## config.mk

```make
export PLATFORM = sky130hd
export DESIGN_NAME = reduce_tree_pipe
export DESIGN_NICKNAME = d
export VERILOG_FILES = /design/src/rtl/reduce_tree_pipe.sv
export SDC_FILE = /design/constraint.sdc
export NUM_CORES = 1
export LEC_CHECK = 0
export ABC_AREA = 1
export CAP_MARGIN = 20
export CORE_UTILIZATION = 50
export CTS_BUF_LIST = sky130_fd_sc_hd__clkbuf_4 sky130_fd_sc_hd__clkbuf_8 sky130_fd_sc_hd__clkbuf_16
export DETAILED_ROUTE_END_ITERATION = 7
export MAX_ROUTING_LAYER = met4
export PLACE_DENSITY = 0.74
export SETUP_SLACK_MARGIN = 0.1
export SLEW_MARGIN = 40
export SYNTH_ARGS = -nofsm -noshare
export SYNTH_HDL_FRONTEND = slang
export SYNTH_SLANG_ARGS = --single-unit
```

## constraint.sdc

```tcl
create_clock -name clk -period 5.3 [get_ports clk]
set_input_delay 0.53 -clock clk [delete_from_list [all_inputs] [get_ports clk]]
set_output_delay 0.53 -clock clk [all_outputs]
set_load 0.005 [all_outputs]
```

## src/rtl/reduce_tree_pipe.sv

```systemverilog
// Pipelined bitwise reduction tree: collapses a WIDTH-bit vector to one bit.
// Operators: 00 AND, 01 OR, 10 XOR, 11 ALT (per-level AND/XOR/OR/XOR).
//
// Ports:
//   clk, rst_n            clock, asynchronous active-low reset
//   in_valid / in_ready   input handshake
//   in_data[WIDTH]        vector to reduce
//   in_op[2]              operator select
//   in_tag[TAG_W]         sideband tag, returned with the result
//   out_valid / out_ready output handshake
//   out_data              reduction result
//   out_tag[TAG_W]        tag of the transaction in out_data
module reduce_tree_pipe #(
    parameter int WIDTH     = 16,
    parameter int REG_EVERY = 2,
    parameter int TAG_W     = 4
) (
    input  logic             clk,
    input  logic             rst_n,
    input  logic             in_valid,
    output logic             in_ready,
    input  logic [WIDTH-1:0] in_data,
    input  logic [1:0]       in_op,
    input  logic [TAG_W-1:0] in_tag,
    output logic             out_valid,
    input  logic             out_ready,
    output logic             out_data,
    output logic [TAG_W-1:0] out_tag
);

    localparam int L = $clog2(WIDTH);

    // One tree node. ALT maps level k onto AND, XOR, OR, XOR for k mod 4 = 1, 2, 3, 0.
    function automatic logic comb_bit(
        input logic       a,
        input logic       b,
        input logic [1:0] op,
        input int         k
    );
        logic [1:0] eff;
        eff = op;
        if (op == 2'b11) begin
            case (k % 4)
                1:       eff = 2'b00;
                3:       eff = 2'b01;
                default: eff = 2'b10;
            endcase
        end
        case (eff)
            2'b00:   comb_bit = a & b;
            2'b01:   comb_bit = a | b;
            default: comb_bit = a ^ b;
        endcase
    endfunction

    // The whole pipe freezes while the output holds an unaccepted result.
    logic stall;
    assign stall    = out_valid & ~out_ready;
    assign in_ready = ~stall;

    logic [WIDTH-1:0] s0_d;
    logic [1:0]       s0_op;
    logic [TAG_W-1:0] s0_tag;
    logic             s0_v;

    // Payload loads only on a real handshake so idle-bus values never enter.
    always_ff @(posedge clk or negedge rst_n) begin
        if (!rst_n) begin
            s0_d   <= '0;
            s0_op  <= '0;
            s0_tag <= '0;
            s0_v   <= 1'b0;
        end else if (!stall) begin
            s0_v <= in_valid;
            if (in_valid) begin
                s0_d   <= in_data;
                s0_op  <= in_op;
                s0_tag <= in_tag;
            end
        end
    end

    // Levels 1..L-1; the last level feeds the output register below.
    for (genvar k = 1; k < L; k++) begin : g_lvl
        localparam int NI = WIDTH >> (k - 1);
        localparam int NO = NI / 2;

        logic [NI-1:0]    sd;
        logic [1:0]       so;
        logic [TAG_W-1:0] st;
        logic             sv;

        if (k == 1) begin : g_src
            assign sd = s0_d;
            assign so = s0_op;
            assign st = s0_tag;
            assign sv = s0_v;
        end else begin : g_src
            assign sd = g_lvl[k-1].p;
            assign so = g_lvl[k-1].o;
            assign st = g_lvl[k-1].t;
            assign sv = g_lvl[k-1].v;
        end

        logic [NO-1:0] c;

        always_comb begin
            c = '0;
            for (int i = 0; i < NO; i++) begin
                c[i] = comb_bit(sd[i+NO], sd[i], so, k);
            end
        end

        logic [NO-1:0]    p;
        logic [1:0]       o;
        logic [TAG_W-1:0] t;
        logic             v;

        if (k % REG_EVERY == 0) begin : g_reg
            always_ff @(posedge clk or negedge rst_n) begin
                if (!rst_n) begin
                    p <= '0;
                    o <= '0;
                    t <= '0;
                    v <= 1'b0;
                end else if (!stall) begin
                    v <= sv;
                    if (sv) begin
                        p <= c;
                        o <= so;
                        t <= st;
                    end
                end
            end
        end else begin : g_wire
            assign p = c;
            assign o = so;
            assign t = st;
            assign v = sv;
        end
    end

    logic [1:0]       fd;
    logic [1:0]       fo;
    logic [TAG_W-1:0] ft;
    logic             fv;

    if (L == 1) begin : g_fin
        assign fd = s0_d;
        assign fo = s0_op;
        assign ft = s0_tag;
        assign fv = s0_v;
    end else begin : g_fin
        assign fd = g_lvl[L-1].p;
        assign fo = g_lvl[L-1].o;
        assign ft = g_lvl[L-1].t;
        assign fv = g_lvl[L-1].v;
    end

    logic res;
    assign res = comb_bit(fd[1], fd[0], fo, L);

    always_ff @(posedge clk or negedge rst_n) begin
        if (!rst_n) begin
            out_data  <= 1'b0;
            out_tag   <= '0;
            out_valid <= 1'b0;
        end else if (!stall) begin
            out_valid <= fv;
            if (fv) begin
                out_data <= res;
                out_tag  <= ft;
            end
        end
    end

endmodule
```

# Word level (Yosys, flattened, before mapping)
# Index checks and enable logic that the tools add are counted.
# word_totals
regBits	40
inputBits	26
out_inout_bits	7
word_cells	91
# classes
n_eq_ne	6
muxes	19
n_bitwise	48
n_reduce_logical	7
# ops
operator	n
$pmux 1 s2	15
$and 1x1->1	16
$or 1x1->1	15
$xor 1x1->1	15
$eq 2x1->1 const B	4
$logic_not 2->1	4
$mux 2	4
$reduce_and 2->1	3
$eq 2x2->1 const B	2
$not 1->1	2

# Longest topological paths before layout
# Gate-level depths: netlist of the first run.
# depth
depth_word	6
depth_mapped	12
mapped_depth_nobuf	12

# Worst setup path after synthesis of the first run
# Ideal clock, no wire load.
# synth_timing
path_type	reg2reg
startpoint	reg s0_op[0] (netlist: g_lvl[1].o[0])
endpoint	reg g_lvl[2].p[0]
t_arrival_ps	1615
slack_ps	3569
stages_incl_launch_ff	12
n_path_buf	1
period_less_slack_ps	1731
cell_sequence	dfrtp_1 inv_1 ha_1 inv_1 buf_4 o21ai_0 inv_1 ha_1 nand2_1 nand3_1 nand2_1 nand2_1
# synth_between
elab_chain_len	6
elab_cells_between_ends	13
# synth_rtl
element	line	text
from (decl)	62	logic [1:0] s0_op;
from (signal assigned)	77	s0_op <= in_op;
$eq 2x2->1	42	if (op == 2'b11) begin
$mux 2	42	
$eq 2x1->1 or $logic_not 2->1 (tied branches)	49	case (eff)
$pmux 1 s2	49	
$xor 1x1->1, or another cell as far along	52	default: comb_bit = a ^ b;
$pmux 1 s2 *	49	
to (signal assigned)	122	p <= '0;
to (signal assigned)	129	p <= c;
to (decl)	114	logic [NO-1:0] p;
# Mark *: on every way between the ends. The rest lies on a longest branch, timed or not.
# A chain may end at the register's enable or synchronous reset.

# Worst setup path in the final report of the first run
# layout_timing
startpoint	in out_ready
endpoint	out in_ready
# layout_between
elab_chain_len	3
# layout_rtl
element	line	text
from (decl)	26	input logic out_ready,
$not 1->1	58	assign stall = out_valid & ~out_ready;
$and 1x1->1	58	
$not 1->1 (no source line)	--	
to (decl)	21	output logic in_ready,
# Every way passes these cells.

==> results of run 1 <==
[flip-flops by register name, summed over array words and instances, names as in the netlist]
signal,count
g_lvl.sd,16
ft,4
g_lvl.st,4
g_lvl.p,4
out_tag,4
fo,2
g_lvl.o,2
fv,1
g_lvl.sv,1
out_data,1
out_valid,1
[routing by layer]
metal / up-vias / share of wire (%) / GRT usage [%]
met5: - / 0 / -
met4: 0 / 1.5 / 6.00
met3: 5 / 2.2 / 3.42
met2: 24 / 48 / 31.0
met1: 777 / 48 / 23.3
li1: 953 / - / -
[stage by stage]
step	util [%]	cells
3_3_place_gp	60.3	368
4_1_cts	62.5	376
5_1_grt	62.5	376
2_1_floorplan	-	292
6_report	62.5	376
3_5_place_dp	60.3	368
[synthesized netlist by cell type]
master	instances	area share, %
o21ai_2	3	1.1
dfrtp_1	40	42
nand2_1	67	11
buf_6	2	0.95
nand2_4	2	0.95
buf_2	3	0.63
nand2_2	2	0.53
a21oi_1	19	4.0
inv_1	55	8.7
o21ai_0	19	4.0
buf_4	3	0.95
nor2_1	26	4.1
ha_1	34	18
inv_2	1	0.16
nand3_1	16	3.4
[final timing paths]
check,start,to,slack [ns],depth (start not counted)
setup / recovery,out_ready,in_ready,2.99,4
hold / removal,rst_n,g_lvl[1].sd[5]$_DFFE_PN0P_,0.21,1
setup reg to reg,g_lvl[1].o[1]$_DFFE_PN0P_,g_lvl[2].p[1]$_DFFE_PN0P_,3.30,12
hold reg to reg,g_lvl[1].st[1]$_DFFE_PN0P_,g_lvl[1].st[1]$_DFFE_PN0P_,0.48,2
max in group asynchronous,rst_n,g_lvl[2].p[0]$_DFFE_PN0P_,4.76,1
min in group clk,g_lvl[1].st[1]$_DFFE_PN0P_,g_lvl[1].st[1]$_DFFE_PN0P_,0.48,2
[critical path, stage by stage]
cell and delay, ns:
clkdlybuf4s50_1 0.46, inv_1 0.04, nand2_2 0.20, clkdlybuf4s50_1 0.55
[cells by family after synthesis]
| family | Yosys count | share of synthesized area (%) |
|---|---|---|
| AND/OR/NAND/NOR | 113 | 19.5 |
| AO/OA/AOI/OAI | 41 | 9.11 |
| buffers and inverters | 64 | 11.4 |
| flip-flops | 40 | 42.1 |
| adder cells (fa/ha/maj) | 34 | 17.9 |
[cell type report]
| cell class | count | share of cell area, % |
|---|---|---|
| multi-input combinational | 188 | 39.5 |
| inverter | 56 | 7.51 |
| tap | 52 | 2.33 |
| clock inverter | 2 | 0.537 |
| clock buffer | 6 | 2.95 |
| timing repair buffer | 32 | 11.4 |
| sequential | 40 | 35.8 |
[power by group through the flow]
| stage | Sequential [mW] | Combinational [mW] | Clock, mW |
|---|---|---|---|
| after global routing | 0.481 | 0.669 | 0.235 |
| after detailed placement | 0.474 | 0.561 | 0 |
| after CTS | 0.468 | 0.567 | 0.218 |
| after global placement | 0.469 | 0.533 | 0 |
| final | 0.468 | 0.554 | 0.213 |
| after floorplan | 0.464 | 0.409 | 0 |
==> metrics.cfg, run 1 <==
[timing]
tightest_slew_ns=0.710
fin_worst_skew_ns=0.00512
layout_setup_ws_ns=2.99
slew_headroom_pct=52.5
max_clock_freq_ghz=0.433
final-setup-viol-count=0
rsz0062_at_grt=no
fin_crit_sh_pct=43.6
hold_viol=0
fin_crit_ns=2.31
hold_slack_ns=0.205
tns_ns=0
slew_viol_final=0

[floorplan]
num_io_pins=33
core_area_sq_um=4470
row_count=24
floorplan.initialDensity_pct=53.1
die_x_microns=71.0
dieArea_sq_um=5030
die_height_microns=71.0

[finish]
fill_cells=384
area.growth.synth_to_final_pct=17.7
seq_area_sq_um=1000
final_cell_area_sq_um=2800
multi_input_area_sq_um=1110
final_nets=383
final_cell_mix=nand2_1, inv_1, dfrtp_1, ha_1, clkdlybuf4s50_1
final_common_cell=nand2_1
num_antenna_cells=0
layout-drive-gt1-share_pct=5.25

[global_routing]
antenna_found_initial=0
grt.overflow.total=0
grt_pass1_wl_microns=7210
grt_usage_pct=18.7
first_global_vias=1733
grt_max_degree=43

[power_and_ir_drop]
power_frac_comb_pct=44.9
cellInternalPower_uw=747
pwr-share-seq_pct=37.9
powerDensity_nw_per_um2=441
p_leak_nw=1.51
design_power_total_mw=1.23
clock_power_share_pct=17.2
ir_drop_mv=0.190
switching_share_pct=39.5
switchingPower_uw=487

[clock_network]
post-cts-setup-buffer-count=0
cts_made_buffers=5
hold_buffers=0
clk_pin_slew_worst_paths_ns=0.08
cts_tree=yes
cts_resized=0
clock_latency_ns=0.29
cts.sinks=40
root_buffer=clkbuf_8
h-tree-depth=2
clock_path_buffers=2

[outcome]
failed_checks=DRC
status=complete, but fails checks

[placed_design]
io_buffer_count=32
gp_congestion=0.750
place_hpwl_microns=2890
place_ws_ns=2.98
postPlaceCellArea_sq_um=2700

[worst_setup_path]
worstPathMaxFanout=11
start_kind=input pin
worstPathRequired_ns=4.77
setup.worst_path.end_class=output port
path_class=input pin to output port
cp.arrival_ns=1.78

[yosys]
syn_nets=352
synth-seq-cells=40
netlist_instances=292
synth_cell_types=15
ys_warn_count=0
syn_avg_cell_area_sq_um=8.14
ys_seq_area_share_pct=42.1
mappedNetlistArea_sq_um=2380

[routing]
drc=1
routedWlPerCell_microns=10.3
wl_microns=3860
vias_per_cell=4.68
drt_iter0_markers=69
ant_nets=0
firstDrtPassIters=8
vias=1759

[worst_hold_path]
hold_path_class=input pin to async pin

[job]
drv_cap=0

Note: power is estimated with default switching activity, not from simulation.
==> run 2, diff against run 1 <==
==> constraint.sdc (replaced) <==
create_clock -name clk -period 2.3 [get_ports clk]
set_input_delay 0.23 -clock clk [delete_from_list [all_inputs] [get_ports clk]]
set_output_delay 0.23 -clock clk [all_outputs]
set_load 0.005 [all_outputs]
==> run 2 against run 1 <==
  * The run now ends clean
  * Final cell count grew 0.53%
  * Utilization grew 1.1 points
  * Register-to-register slack lost 3.0 ns
  * Worst hold slack gained 0.23 ns
  * Routed wire length grew 1.3%
  * Sequential power grew 130%
  * Global-route usage shrank 0.31 points
  * Sequential share of layout area shrank 0.64 points
  * Clock skew grew 0.0051 ns
  * Highest routed layer unchanged
==> metrics.cfg, run 2 (synthesis gave the netlist of run 1 again) <==
[floorplan]
core_area_sq_um=4470
die_x_microns=71.0
die_height_microns=71.0
num_io_pins=33
dieArea_sq_um=5030
row_count=24
floorplan.initialDensity_pct=53.1

[timing]
tightest_slew_ns=0.499
tns_ns=0
rsz0062_at_grt=yes
fin_crit_sh_pct=88.7
fin_crit_ns=2.04
layout_setup_ws_ns=0.261
slew_viol_final=0
fin_worst_skew_ns=0.0102
final-setup-viol-count=0
max_clock_freq_ghz=0.490
slew_headroom_pct=66.8
hold_viol=0

[clock_network]
root_buffer=clkbuf_8
h-tree-depth=2
cts_tree=yes
cts.sinks=40
clock_path_buffers=2
clk_pin_slew_worst_paths_ns=0.08
clock_latency_ns=0.30
cts_made_buffers=5

[routing]
vias_per_cell=4.70
drc=0
routedWlPerCell_microns=10.3
vias=1777
firstDrtPassIters=6
wl_microns=3910
drt_iter0_markers=87
ant_nets=0

[power_and_ir_drop]
powerDensity_nw_per_um2=1030
p_leak_nw=1.53
design_power_total_mw=2.95
ir_drop_mv=0.517

[finish]
num_antenna_cells=0
area.growth.synth_to_final_pct=19.8
final_cell_mix=nand2_1, inv_1, dfrtp_1, ha_1, clkdlybuf4s50_1
seq_area_sq_um=1000
final_common_cell=nand2_1
post-route-util_pct=63.7
largest_reg_flops=16
layout-drive-gt1-share_pct=5.83
multi_input_area_sq_um=1110
final_nets=385
fill_cells=386

[worst_setup_path]
worstPathMaxFanout=16
path_class=flop to flop
worstPathRequired_ns=2.49
reg2reg_slack_ns=0.26
ff2ff_path_depth=10
cp.arrival_ns=2.23
start_kind=flop
crit_start=g_lvl[1].o[0]$_DFFE_PN0P_
r2r-start=g_lvl[1].o[0]$_DFFE_PN0P_
r2r_end=g_lvl[2].p[2]$_DFFE_PN0P_
setup.worst_path.end_class=flop

[global_routing]
antenna_found_initial=0
grt_max_degree=43
grt_usage_pct=18.4
grt.overflow.total=0
grt_pass1_wl_microns=7140
first_global_vias=1731

[placed_design]
io_buffer_count=32
gp_congestion=0.770
place_hpwl_microns=2880
place_ws_ns=0.328

[job]
drv_cap=0

[outcome]
status=finished, final reports clean

[worst_hold_path]
hold_path_class=input pin to async pin

==> run 2: cell count changes in the layout (fill, tap and decap cells not counted) <==
cell / previous run / this run
bufinv_16: 0 / 1
clkbuf_8: 6 / 5
inv_6: 0 / 1
dlygate4sd3_1: 0 / 1
inv_1: 55 / 54
buf_12: 0 / 1
o21ai_1: 0 / 2
o21ai_0: 19 / 17
==> run 2: routing by layer <==
layer	wire [microns]	global-route usage (%)	up-vias
li1	-	-	958
met1	1950	22.5	793
met2	1830	31.0	21
met3	80	3.56	5
met4	52	5.56	0
met5	0	-	-
==> run 2: area by class of cell <==
class                      instances  share of cell area (%)
inverter                          56                    7.51
clock buffer                       5                    2.42
timing repair buffer              34                    12.2
multi-input combinational        188                    38.8
sequential                        40                    35.1
clock inverter                     3                    1.62
tap                               52                    2.28
==> run 2: worst max-delay path, stage by stage (launching register included) <==
cell and delay, ns:
dfrtp_1 0.41, inv_1 0.15, ha_1 0.22, clkinvlp_4 0.24, o21ai_0 0.32, inv_1 0.09
ha_1 0.28, nand2_1 0.06, nand3_1 0.07, nand2_1 0.06, nand2_1 0.05
==> run 2: power by group <==
part           leakage, nW  total [mW]  switching [mW]  internal (mW)
Clock               0.0548       0.586           0.259          0.327
Sequential           0.468        1.08           0.148          0.936
Combinational         1.01        1.28           0.725          0.552
Total                 1.53        2.95            1.13           1.81
==> run 2: what timing repair did <==
item	4_1_cts	5_1_grt
hold buffers	1	0
buffers inserted	0	0
hold endpoints to repair	40	0
gates resized for setup	0	3
setup endpoints to repair	0	1
==> run 2: through the flow <==
| stage | instances | instance area, sq um | hold WS (ns) |
|---|---|---|---|
| floorplan | 292 | 2380 | -0.0656 |
| global placement | 369 | 2720 | 0.396 |
| detailed placement | 369 | 2720 | 0.236 |
| CTS | 378 | 2850 | 0.455 |
| global route | 378 | 2850 | 0.491 |
| finish | 378 | 2850 | 0.439 |
==> run 2: how the worst max path moves through the flow <==
stage,endpoint,slack [ns]
floorplan,g_lvl[2].p[0]$_DFFE_PN0P_,0.57
CTS,g_lvl[2].p[3]$_DFFE_PN0P_,0.31
detailed placement,g_lvl[2].p[3]$_DFFE_PN0P_,0.33
global placement,g_lvl[2].p[2]$_DFFE_PN0P_,0.40
finish,g_lvl[2].p[2]$_DFFE_PN0P_,0.26
global route,g_lvl[2].p[3]$_DFFE_PN0P_,0.09
==> run 3, diff against run 2 <==
--- a/config.mk
+++ b/config.mk
@@ -8,11 +8,10 @@
 export ABC_AREA = 1
 export CAP_MARGIN = 20
 export CORE_UTILIZATION = 50
-export CTS_BUF_LIST = sky130_fd_sc_hd__clkbuf_4 sky130_fd_sc_hd__clkbuf_8 sky130_fd_sc_hd__clkbuf_16
+export CTS_BUF_LIST = sky130_fd_sc_hd__clkbuf_4
 export DETAILED_ROUTE_END_ITERATION = 7
 export MAX_ROUTING_LAYER = met4
 export PLACE_DENSITY = 0.74
-export SETUP_SLACK_MARGIN = 0.1
 export SLEW_MARGIN = 40
 export SYNTH_ARGS = -nofsm -noshare
 export SYNTH_HDL_FRONTEND = slang
==> run 3 against run 2 <==
  * Maximum frequency grew 3.2%
  * Register-to-register slack improved by 0.06 ns
  * Critical path depth increased by 1
  * Clock power is 18% lower
  * Global-route usage grew 0.50 points
  * Die area unchanged
  * Combinational power hardly changed
  * Utilization shrank 0.78 points
  * Via count barely moved
  * Flip-flop and latch count did not move
  * Critical path type unchanged
  * Highest routed layer unchanged
==> metrics.cfg, run 3 (synthesis gave the netlist of run 1 again) <==
[timing]
hold_viol=0
max_clock_freq_ghz=0.506
slew_viol_final=0
rsz0062_at_grt=no
slew_headroom_pct=66.8
fin_crit_ns=1.98
tns_ns=0
final-setup-viol-count=0
fin_crit_sh_pct=85.9
tightest_slew_ns=0.498
fin_worst_skew_ns=0.0180

[worst_setup_path]
critPathBufInv=3
path_class=flop to flop
path_cells=inv_1, ha_1, inv_1, nand3_1, o21ai_0, inv_1, ha_1, nand2_1, nand3_1, nand2_1, nand2_1
r2r_end=g_lvl[2].p[3]$_DFFE_PN0P_
cp.arrival_ns=2.25
setup.worst_path.end_class=flop
ff2ff_path_depth=11
cpPeakStageDelay_ns=0.40
cp_slowest_cell=dfrtp_1
r2r-start=g_lvl[1].o[0]$_DFFE_PN0P_
worstPathMaxFanout=16
worstPathRequired_ns=2.57
start_kind=flop
cp_top_family=buffers and inverters
reg2reg_slack_ns=0.32

[finish]
final_cell_mix=nand2_1, inv_1, dfrtp_1, ha_1, clkdlybuf4s50_1
fill_cells=393
final_common_cell=nand2_1
area.growth.synth_to_final_pct=18.4
seq_area_sq_um=1000
layout-drive-gt1-share_pct=5.52
multi_input_area_sq_um=1110
final_nets=385
largest_reg_flops=16
num_antenna_cells=0
post-route-util_pct=62.9

[clock_network]
cts.sinks=40
cts_tree=yes
clk_pin_slew_worst_paths_ns=0.13
post-cts-setup-buffer-count=0
h-tree-depth=2
root_buffer=clkbuf_4
clock_path_buffers=2
clock_latency_ns=0.36
cts_made_buffers=5

[job]
drv_cap=0

[routing]
routedWlPerCell_microns=10.4
wl_microns=3920
vias_per_cell=4.70
drc=0
ant_nets=0
drt_iter0_markers=92
firstDrtPassIters=6
vias=1778

[floorplan]
row_count=24
dieArea_sq_um=5030
die_height_microns=71.0
core_area_sq_um=4470
floorplan.initialDensity_pct=53.1
num_io_pins=33
die_x_microns=71.0

[power_and_ir_drop]
p_leak_nw=1.52
powerDensity_nw_per_um2=1010
ir_drop_mv=0.503

[global_routing]
met3_usage_pct=4.42
top_usage_layer=met2
grt_pass1_wl_microns=7280
first_global_vias=1743
grt_usage_pct=18.9
global_route.usage.met1_pct=22.6
grt_util_met2_pct=31.5
grt.overflow.total=0
grt_max_degree=43
antenna_found_initial=0

[worst_hold_path]
hold_path_class=input pin to async pin

[outcome]
status=finished, final reports clean

[placed_design]
place_hpwl_microns=2880
io_buffer_count=32
gp_congestion=0.770

## run 3: changes by cell type in the layout (fill, tap and decap cells not counted), sizes merged
cell / before / now
clkinvlp: 2 / 1
inv: 56 / 57
## run 3: power breakdown
part,internal [mW],switching [mW]
registers,0.935,0.148
logic,0.548,0.723
clock network,0.232,0.246
## run 3: how the worst max path moves through the flow
stage	cells past startpoint	slack (ns)	from	to
detailed placement	12	0.33	g_lvl[1].o[0]$_DFFE_PN0P_	g_lvl[2].p[3]$_DFFE_PN0P_
floorplan	11	0.57	g_lvl[1].o[0]$_DFFE_PN0P_	g_lvl[2].p[0]$_DFFE_PN0P_
global placement	11	0.40	g_lvl[1].o[0]$_DFFE_PN0P_	g_lvl[2].p[2]$_DFFE_PN0P_
global route	11	0.06	g_lvl[1].o[0]$_DFFE_PN0P_	g_lvl[2].p[2]$_DFFE_PN0P_
CTS	12	0.30	g_lvl[1].o[0]$_DFFE_PN0P_	g_lvl[2].p[3]$_DFFE_PN0P_
finish	11	0.32	g_lvl[1].o[0]$_DFFE_PN0P_	g_lvl[2].p[3]$_DFFE_PN0P_
## run 3: metal layers
layer | routed length (microns) | vias up | part of all wire [%]
li1 | - | 959 | -
met1 | 1910 | 790 | 49
met2 | 1860 | 22 | 47
met3 | 97 | 7 | 2.5
met4 | 58 | 0 | 1.5
met5 | 0 | - | 0
## run 3: final cells by class
class	count	share of cell area, %
Sequential cell	40	35.6
Clock inverter	3	1.65
Multi-Input combinational cell	188	39.3
Clock buffer	5	1.33
Inverter	56	7.47
Timing Repair Buffer	34	12.4
Tap cell	52	2.31
## run 3: what timing repair did
action / CTS / global route
hold buffers: 1 / 0
endpoints found under the hold margin: 40 / 0
gates resized for setup: 0 / 0
## run 3: through the flow
stage	total power, mW	setup slack, ns	cells	hold WS (ns)	instance area (sq um)
6_report	2.83	0.323	378	0.370	2810
5_1_grt	3.17	0.0567	378	0.392	2810
4_1_cts	2.87	0.302	378	0.379	2810
3_5_place_dp	2.38	0.328	369	0.236	2720
3_3_place_gp	2.32	0.401	369	0.396	2720
2_1_floorplan	2.01	0.569	292	-0.0656	2380
## run 3: worst reg2reg max path, delay by kind of cell (launching register included)
kind,cells,cell delay (ns)
DFF,1,0.40
buffers and inverters,3,0.51
adders and majority gates,2,0.50
AOI/OAI and AO/OA,1,0.12
and+or+nand+nor,5,0.35
